===== src/rtl/alu_issue_stage.sv =====
// alu_issue_stage
//   Producer side of the ALU Operation/SrcA/SrcB interface, between ID and EX.
//   Decodes ALUOp/Funct3/Funct7 into an ALU operation code and selects the
//   operands. The result goes into a 2-entry skid buffer with valid/ready on
//   both sides. A flush clears buffered entries when the front end redirects.
// Ports
//   clk, reset          rising-edge clock, synchronous active-high reset
//   flush               synchronous clear of all buffered entries
//   in_valid/in_ready   ID-side handshake (in_ready is registered)
//   ALUOp, Funct3,      decode inputs
//   Funct7, ALUSrc,
//   Jump
//   RD1, RD2, Imm       operand sources
//   out_valid/out_ready EX-side handshake for the head entry
//   Operation, SrcA,    head entry contents
//   SrcB, Illegal
module alu_issue_stage #(
  parameter int DATA_WIDTH    = 32,
  parameter int OPCODE_LENGTH = 4
) (
  input  logic                     clk,
  input  logic                     reset,
  input  logic                     flush,
  input  logic                     in_valid,
  output logic                     in_ready,
  input  logic [1:0]               ALUOp,
  input  logic [2:0]               Funct3,
  input  logic [6:0]               Funct7,
  input  logic                     ALUSrc,
  input  logic                     Jump,
  input  logic [DATA_WIDTH-1:0]    RD1,
  input  logic [DATA_WIDTH-1:0]    RD2,
  input  logic [DATA_WIDTH-1:0]    Imm,
  output logic                     out_valid,
  input  logic                     out_ready,
  output logic [OPCODE_LENGTH-1:0] Operation,
  output logic [DATA_WIDTH-1:0]    SrcA,
  output logic [DATA_WIDTH-1:0]    SrcB,
  output logic                     Illegal
);

  typedef struct packed {
    logic [OPCODE_LENGTH-1:0] op;
    logic [DATA_WIDTH-1:0]    a;
    logic [DATA_WIDTH-1:0]    b;
    logic                     ill;
  } entry_t;

  typedef enum logic [1:0] {EMPTY, ONE, TWO} state_t;

  state_t state_q, state_d;
  logic   in_ready_q, in_ready_d;
  entry_t head_q, head_d;
  entry_t tail_q, tail_d;

  logic [3:0]            dec_op;
  logic                  dec_ill;
  logic                  dec_shift;
  logic [DATA_WIDTH-1:0] srcb_sel;
  entry_t                new_entry;
  logic                  push;
  logic                  pop;

  // Decode
  always_comb begin
    dec_op    = 4'b0000;
    dec_ill   = 1'b0;
    dec_shift = 1'b0;
    unique case (ALUOp)
      2'b00: dec_op = 4'b0011;
      2'b01: begin
        case (Funct3)
          3'b000:  dec_op = 4'b0101;
          3'b001:  dec_op = 4'b0110;
          3'b100:  dec_op = 4'b0111;
          3'b101:  dec_op = 4'b1000;
          default: dec_ill = 1'b1;
        endcase
      end
      2'b10: begin
        case (Funct3)
          3'b000:  dec_op = (!ALUSrc && Funct7 == 7'b0100000) ? 4'b0100 : 4'b0011;
          3'b111:  dec_op = 4'b0000;
          3'b100:  dec_op = 4'b0001;
          3'b110:  dec_op = 4'b0010;
          3'b010:  dec_op = 4'b0111;
          3'b001: begin
            if (Funct7 == 7'b0000000) begin
              dec_op    = 4'b1010;
              dec_shift = 1'b1;
            end else begin
              dec_ill = 1'b1;
            end
          end
          3'b101: begin
            if (Funct7 == 7'b0000000) begin
              dec_op    = 4'b1001;
              dec_shift = 1'b1;
            end else if (Funct7 == 7'b0100000) begin
              dec_op    = 4'b1011;
              dec_shift = 1'b1;
            end else begin
              dec_ill = 1'b1;
            end
          end
          default: dec_ill = 1'b1;
        endcase
      end
      2'b11: dec_op = Jump ? 4'b1111 : 4'b1100;
    endcase
  end

  // Operands. A shift uses only the low five bits of B, zero-extended.
  always_comb begin
    srcb_sel      = ALUSrc ? Imm : RD2;
    new_entry.op  = OPCODE_LENGTH'(dec_op);
    new_entry.a   = RD1;
    new_entry.b   = dec_shift ? DATA_WIDTH'(srcb_sel[4:0]) : srcb_sel;
    new_entry.ill = dec_ill;
  end

  assign push = in_valid && in_ready_q;
  assign pop  = (state_q != EMPTY) && out_ready;

  // Buffer next state
  always_comb begin
    state_d = state_q;
    head_d  = head_q;
    tail_d  = tail_q;
    if (flush) begin
      state_d = EMPTY;
    end else begin
      case (state_q)
        EMPTY: begin
          if (push) begin
            state_d = ONE;
            head_d  = new_entry;
          end
        end
        ONE: begin
          if (push && !pop) begin
            state_d = TWO;
            tail_d  = new_entry;
          end else if (pop && !push) begin
            state_d = EMPTY;
          end else if (push && pop) begin
            head_d = new_entry;
          end
        end
        TWO: begin
          if (pop) begin
            state_d = ONE;
            head_d  = tail_q;
          end
        end
        default: state_d = EMPTY;
      endcase
    end
    in_ready_d = (state_d != TWO);
  end

  always_ff @(posedge clk) begin
    if (reset) begin
      state_q    <= EMPTY;
      in_ready_q <= 1'b1;
      head_q     <= '0;
      tail_q     <= '0;
    end else begin
      state_q    <= state_d;
      in_ready_q <= in_ready_d;
      head_q     <= head_d;
      tail_q     <= tail_d;
    end
  end

  assign in_ready  = in_ready_q;
  assign out_valid = (state_q != EMPTY);
  assign Operation = head_q.op;
  assign SrcA      = head_q.a;
  assign SrcB      = head_q.b;
  assign Illegal   = head_q.ill;

endmodule

===== config.mk =====
export PLATFORM = sky130hd
export DESIGN_NAME = alu_issue_stage
export DESIGN_NICKNAME = d
export VERILOG_FILES = /design/src/rtl/alu_issue_stage.sv
export SDC_FILE = /design/constraint.sdc
export NUM_CORES = 1
export LEC_CHECK = 0
export CAP_MARGIN = 20
export CORE_MARGIN = 8
export CORE_UTILIZATION = 48
export CTS_BUF_LIST = sky130_fd_sc_hd__clkbuf_16
export DETAILED_ROUTE_END_ITERATION = 16
export HOLD_SLACK_MARGIN = 0.05
export PLACE_DENSITY_LB_ADDON = 0.3
export SYNTH_ARGS = -nofsm -noshare
export SYNTH_HDL_FRONTEND = slang
export SYNTH_SLANG_ARGS = --single-unit

===== constraint.sdc =====
create_clock -name clk -period 2 [get_ports clk]
set_clock_uncertainty 0.05 [all_clocks]
set_input_delay 0.4 -clock clk [delete_from_list [all_inputs] [get_ports clk]]
set_output_delay 0.4 -clock clk [all_outputs]
set_load 0.1 [all_outputs]

==> impl_metrics.ini, run 1 <==
[layout]
antenna_cells = 0
seqCellArea_um2 = 2824
final_common_cell = nand2_1
final_util = 0.7002
nets = 1066
multiInputGateArea_um2 = 3179
final_cell_mix = nand2_1, dfxtp_1, buf_4, clkdlybuf4s50_1, nor2_1
layout-drive-gt1-share = 0.2313
final_cells = 1136
fill_cells = 1034
flow.area_growth_from_synthesis_pct = 44.67

[grt]
antenna_found_initial = 0
overflow = 0
grt_usage = 0.2027
grt_first_pass_wirelength_um = 28020
grt_max_degree = 60
first_global_vias = 5821

[run]
maxCapViolations = 0

[clock_tree]
cts_sinks = 141
root_buffer = clkbuf_16
clkTransAtPathRegs_ns = 0.06
numCtsBuffers = 17
clkLatencyLatePin_ns = 0.41
cts_hold_buf = 0
clk_path_buf_depth = 2
cts_tree = yes
cts-htree-levels = 4

[floorplanning]
start_util = 0.4840
die-area_um2 = 17130
dieWidth_um = 130.9
std_cell_rows = 42
coreArea_um2 = 13090
ios = 186
die_y_um = 130.9

[routing]
drt_iter0_drc = 386
viasPerCell = 5.372
drt.antenna.violating_nets = 0
first_pass_iters = 4
num_vias = 6103
drc = 0
wl_per_cell_um = 15.45
routed_wl_um = 17550

[timing]
fmax_mhz = 521.3
finalSetupTns_ns = 0
worst_slack_ns = 0.08180
tightest_slew_ns = 0.6589
period_share = 0.9591
setup_viol = 0
slew-limit-headroom = 0.5607
final.min_clock_period_ns = 1.918
slew_viol_final = 0
hold_violations = 0

[worst_setup_path]
r2r_end = SrcB[7]
max_stage_delay_ns = 0.50
rr_worst_depth = 5
cp.required_ns = 2.27
critPathSlowestCell = clkdlybuf4s50_1
cp_num_buf_inv = 3
worstPathArrival_ns = 2.19
worstPathMaxFanout = 17
critical_path_class = in -> reg
crit_chain = clkdlybuf4s50_1, inv_1, ha_1, and2_1, a41oi_4, buf_12, a221oi_2, nor3_1
endpoint_kind = flop
cp-start-kind = primary input
rrSetupSlack_ns = 0.16
critical-path-top-delay-family = buffers and inverters
r2r_start = state_q[1]

[placement]
place_congestion = 0.8289
place_ws_ns = -0.3140
dp_hpwl_um = 12470
post-place-cells = 1102
numPortBuffers = 185

[pwr]
vdd_drop_max_uv = 470.9
p_leak_nw = 3.485
p_total_mw = 7.844
pwr_density_cell_nw_per_um2 = 856.0

[synthesis]
synthesis.area_um2 = 6334
yosysWarnings = 0
synth_edf_count = 0
ys_seq_area_frac = 0.4457
syn_nets = 873
synth_cell_types = 49
ys_ff_latch = 141
synthDominantCellAreaShare = 0.4457
yosys-top-cells-area = dfxtp_1, nand2_1, a21oi_1
synth.avg_cell_area_um2 = 8.400
synth_top_cell_by_area = dfxtp_1
synth_cells = 754
async_flop_share = 0
synthFlopType = dfxtp_1

[hold_path]
hold_end = tail_q[61]
min_path_cells = 2
hold_path.startpoint = tail_q[61]
hp-class = reg -> reg

[status]
status = complete, no violations
==> report_power, final <==
part / total, mW / switching, mW / internal, mW / leakage [nW]
registers: 2.98 / 0.0624 / 2.92 / 1.15
clock network: 3.17 / 1.22 / 1.96 / 0.280
logic: 1.69 / 1.11 / 0.575 / 2.06
==> layer usage <==
| metal | GRT usage | wire length [µm] |
|---|---|---|
| met4 | 0.06752 | 218 |
| met2 | 0.3277 | 8120 |
| met3 | 0.06088 | 1495 |
| met5 | 0 | 0 |
| met1 | 0.2528 | 7713 |
==> synth_stat cells (6+ instances only) <==
library cell / instances
a211oi_1: 11
a21oi_1: 72
a221oi_1: 8
a221oi_2: 20
a311oi_1: 33
buf_2: 30
buf_4: 6
clkbuf_1: 30
dfxtp_1: 141
mux2_2: 27
mux2i_1: 6
nand2_1: 173
nand3_1: 29
nor2_1: 76
nor3_1: 28
o211ai_1: 7
==> layout make-up <==
class / count / area share
Multi-Input combinational cell: 538 / 0.3470
Sequential cell: 141 / 0.3082
Timing Repair Buffer: 244 / 0.2534
Clock buffer: 17 / 0.04643
Tap cell: 176 / 0.02403
Clock inverter: 15 / 0.01884
Inverter: 5 / 0.002048
==> worst register-to-register path, cell delays in order, from the launching register on <==
cell	delay [ns]
dfxtp_1	0.37
nand4bb_1	0.38
o22a_2	0.40
buf_4	0.19
a221oi_1	0.23
nor3_1	0.08
==> cell families (layout without fill, tap and decap cells) <==
family | count (synthesis) | after routing | share of synthesized area
AOI/OAI and AO/OA | 166 | 166 | 0.2051
DFF | 141 | 141 | 0.4457
xor gates and xnor gates | 2 | 2 | 0.002766
muxes | 33 | 33 | 0.05749
and+or+nand+nor | 333 | 333 | 0.2248
buffers and inverters | 75 | 281 | 0.05630
adders and majority gates | 4 | 4 | 0.007902
==> flip-flops by register name, indices dropped and copies added (netlist names) <==
signal,flops
Illegal,1
Operation,4
SrcA,32
SrcB,32
in_ready,1
state_q,2
tail_q,69
==> timing repair <==
item / in CTS / in global routing
endpoints found under the setup margin: 0 / 4
resized for setup: 0 / 2
endpoints found under the hold margin: 0 / 0
buffers inserted: 0 / 2
==> through the flow <==
step           hold slack (ns)  area, µm²
5_1_grt                 0.4169       9163
6_report                0.4033       9163
2_1_floorplan           0.3820       6335
3_5_place_dp            0.3962       8544
4_1_cts                 0.4047       9143
3_3_place_gp            0.3894       8544
==> worst max-delay path by stage <==
stage,from,end,cells past startpoint
2_1_floorplan,in_ready,SrcB[10],6
3_3_place_gp,ALUOp[0],Operation[2],8
3_5_place_dp,ALUOp[0],Operation[0],8
4_1_cts,ALUOp[0],Operation[0],8
5_1_grt,ALUOp[0],tail_q[23],9
6_report,ALUOp[0],SrcB[28],8
No activity file was read; power rests on OpenSTA's default activity.
==> run 2, diff against run 1 <==
Settings changed: PLACE_DENSITY from default to 0.88, PLACE_DENSITY_LB_ADDON 0.3 to default.
==> run 2 against run 1 <==
Net effect: register-to-register slack gained 0.07 ns; hold slack worse by 0.014 ns; die area stayed put; flip-flop and latch count did not move; critical path type unchanged; final area fell by 1.0%; via count is 0.16% higher; clock-buffer cell count unchanged; maximum frequency up 2.5%; core utilization decreased by 0.71 points; combinational power is essentially flat; first-iteration DRC count increased by 31%; wire length increased by 4.6%.
==> impl_metrics.ini, run 2 (synthesis results as in run 1) <==
[layout]
final_util = 0.6932
nets = 1065
flow.area_growth_from_synthesis_pct = 43.20
multiInputGateArea_um2 = 3177
final_cell_mix = nand2_1, dfxtp_1, buf_4, clkdlybuf4s50_1, nor2_1
largest_register_ffs = 69
final_common_cell = nand2_1
seqCellArea_um2 = 2824
layout-drive-gt1-share = 0.2221
antenna_cells = 0
largest_register = tail_q
fill_cells = 1026

[timing]
worst_slack_ns = 0.1291
slew_viol_final = 0
final.min_clock_period_ns = 1.871
rsz0062_at_grt = false
fmax_mhz = 534.5
tightest_slew_ns = 0.4826
setup_viol = 0
period_share = 0.9354
hold_violations = 0
whs_ns = 0.3890
slew-limit-headroom = 0.6782

[pwr]
p_int_mw = 5.274
p_total_mw = 7.585
power_switching_mw = 2.310
pwr_density_cell_nw_per_um2 = 836.2
vdd_drop_max_uv = 579.1
p_seq_frac = 0.394
clkPwrFrac = 0.383
p_leak_nw = 3.476
power_frac_comb = 0.223
swShare = 0.3046

[floorplanning]
start_util = 0.4840
ios = 186
die-area_um2 = 17130
coreArea_um2 = 13090
std_cell_rows = 42
die_y_um = 130.9
dieWidth_um = 130.9

[grt]
first_global_vias = 5902
overflow = 0
antenna_found_initial = 0
grt_usage = 0.2168
grt_first_pass_wirelength_um = 29290
grt_max_degree = 54

[routing]
drc = 0
drt.antenna.violating_nets = 0
wl_per_cell_um = 16.18
routed_wl_um = 18360
drt_iter0_drc = 506
viasPerCell = 5.386
first_pass_iters = 5
num_vias = 6113

[status]
status = complete, no violations

[placement]
place_congestion = 0.8506
place_ws_ns = -0.3671
numPortBuffers = 185
dp_hpwl_um = 13010

[worst_setup_path]
worstPathMaxFanout = 13
worstPathArrival_ns = 2.12
endpoint_kind = flop
cp-start-kind = primary input
cp.required_ns = 2.25
critical_path_class = in -> reg

[clock_tree]
clkTransAtPathRegs_ns = 0.06
root_buffer = clkbuf_16
cts_sinks = 141
clkLatencyLatePin_ns = 0.42
clk_path_buf_depth = 2
postCtsSetupRepairBufs = 0
cts_hold_buf = 0
numCtsBuffers = 17
cts-htree-levels = 4
cts_tree = yes

[hold_path]
hp-class = in -> reg

[run]
maxCapViolations = 0
==> run 2: what timing repair did <==
action,in CTS,in global routing
resized for setup,0,1
setup endpoints to repair,0,2
hold endpoints to repair,0,0
==> run 2: final timing paths <==
| kind | slack, ns | to | cells past startpoint | from |
|---|---|---|---|---|
| setup / recovery | 0.13 | SrcB[10] | 7 | Funct7[0] |
| hold / removal | 0.39 | tail_q[57] | 2 | reset |
| setup reg to reg | 0.23 | SrcA[14] | 5 | state_q[1] |
| hold reg to reg | 0.40 | tail_q[67] | 2 | tail_q[67] |
==> run 2: per-layer routing <==
metal | wire length (µm) | GRT usage | vias up | part of all wire
met5 | 0 | 0 | - | 0
met4 | 204 | 0.07765 | 0 | 0.011
met3 | 1764 | 0.06940 | 18 | 0.096
met2 | 8752 | 0.3525 | 234 | 0.48
met1 | 7639 | 0.2639 | 2815 | 0.42
li1 | - | - | 3046 | -
==> run 2: critical path, cell delays in order <==
cell and delay (ns):
clkdlybuf4s50_1 0.48, nor4_4 0.35, buf_12 0.17, a41oi_4 0.15, buf_12 0.19, a221oi_1 0.29, nor3_1 0.09
==> run 2: metrics by stage <==
step	setup TNS, ns	instance area, µm²	cells
floorplan	0	6335	754
global placement	-17.42	8527	1103
finish	0	9070	1135
global route	0	9070	1135
detailed placement	-22.44	8527	1103
CTS	0	9067	1135
==> run 2: area by class of cell <==
type,instances,share of cell area
Clock buffer,17,0.04690
Clock inverter,15,0.01269
Inverter,5,0.002069
Multi-Input combinational cell,538,0.3503
Sequential cell,141,0.3114
Tap cell,176,0.02428
Timing Repair Buffer,243,0.2524
==> run 2: power by group through the flow <==
stage | combinational, mW | sequential, mW | clock, mW
after floorplan | 0.419 | 3.74 | 0
after global placement | 1.68 | 3.04 | 0
after detailed placement | 1.69 | 3.05 | 0
after CTS | 1.70 | 2.99 | 2.96
after global routing | 1.78 | 3.00 | 3.09
final | 1.69 | 2.99 | 2.90
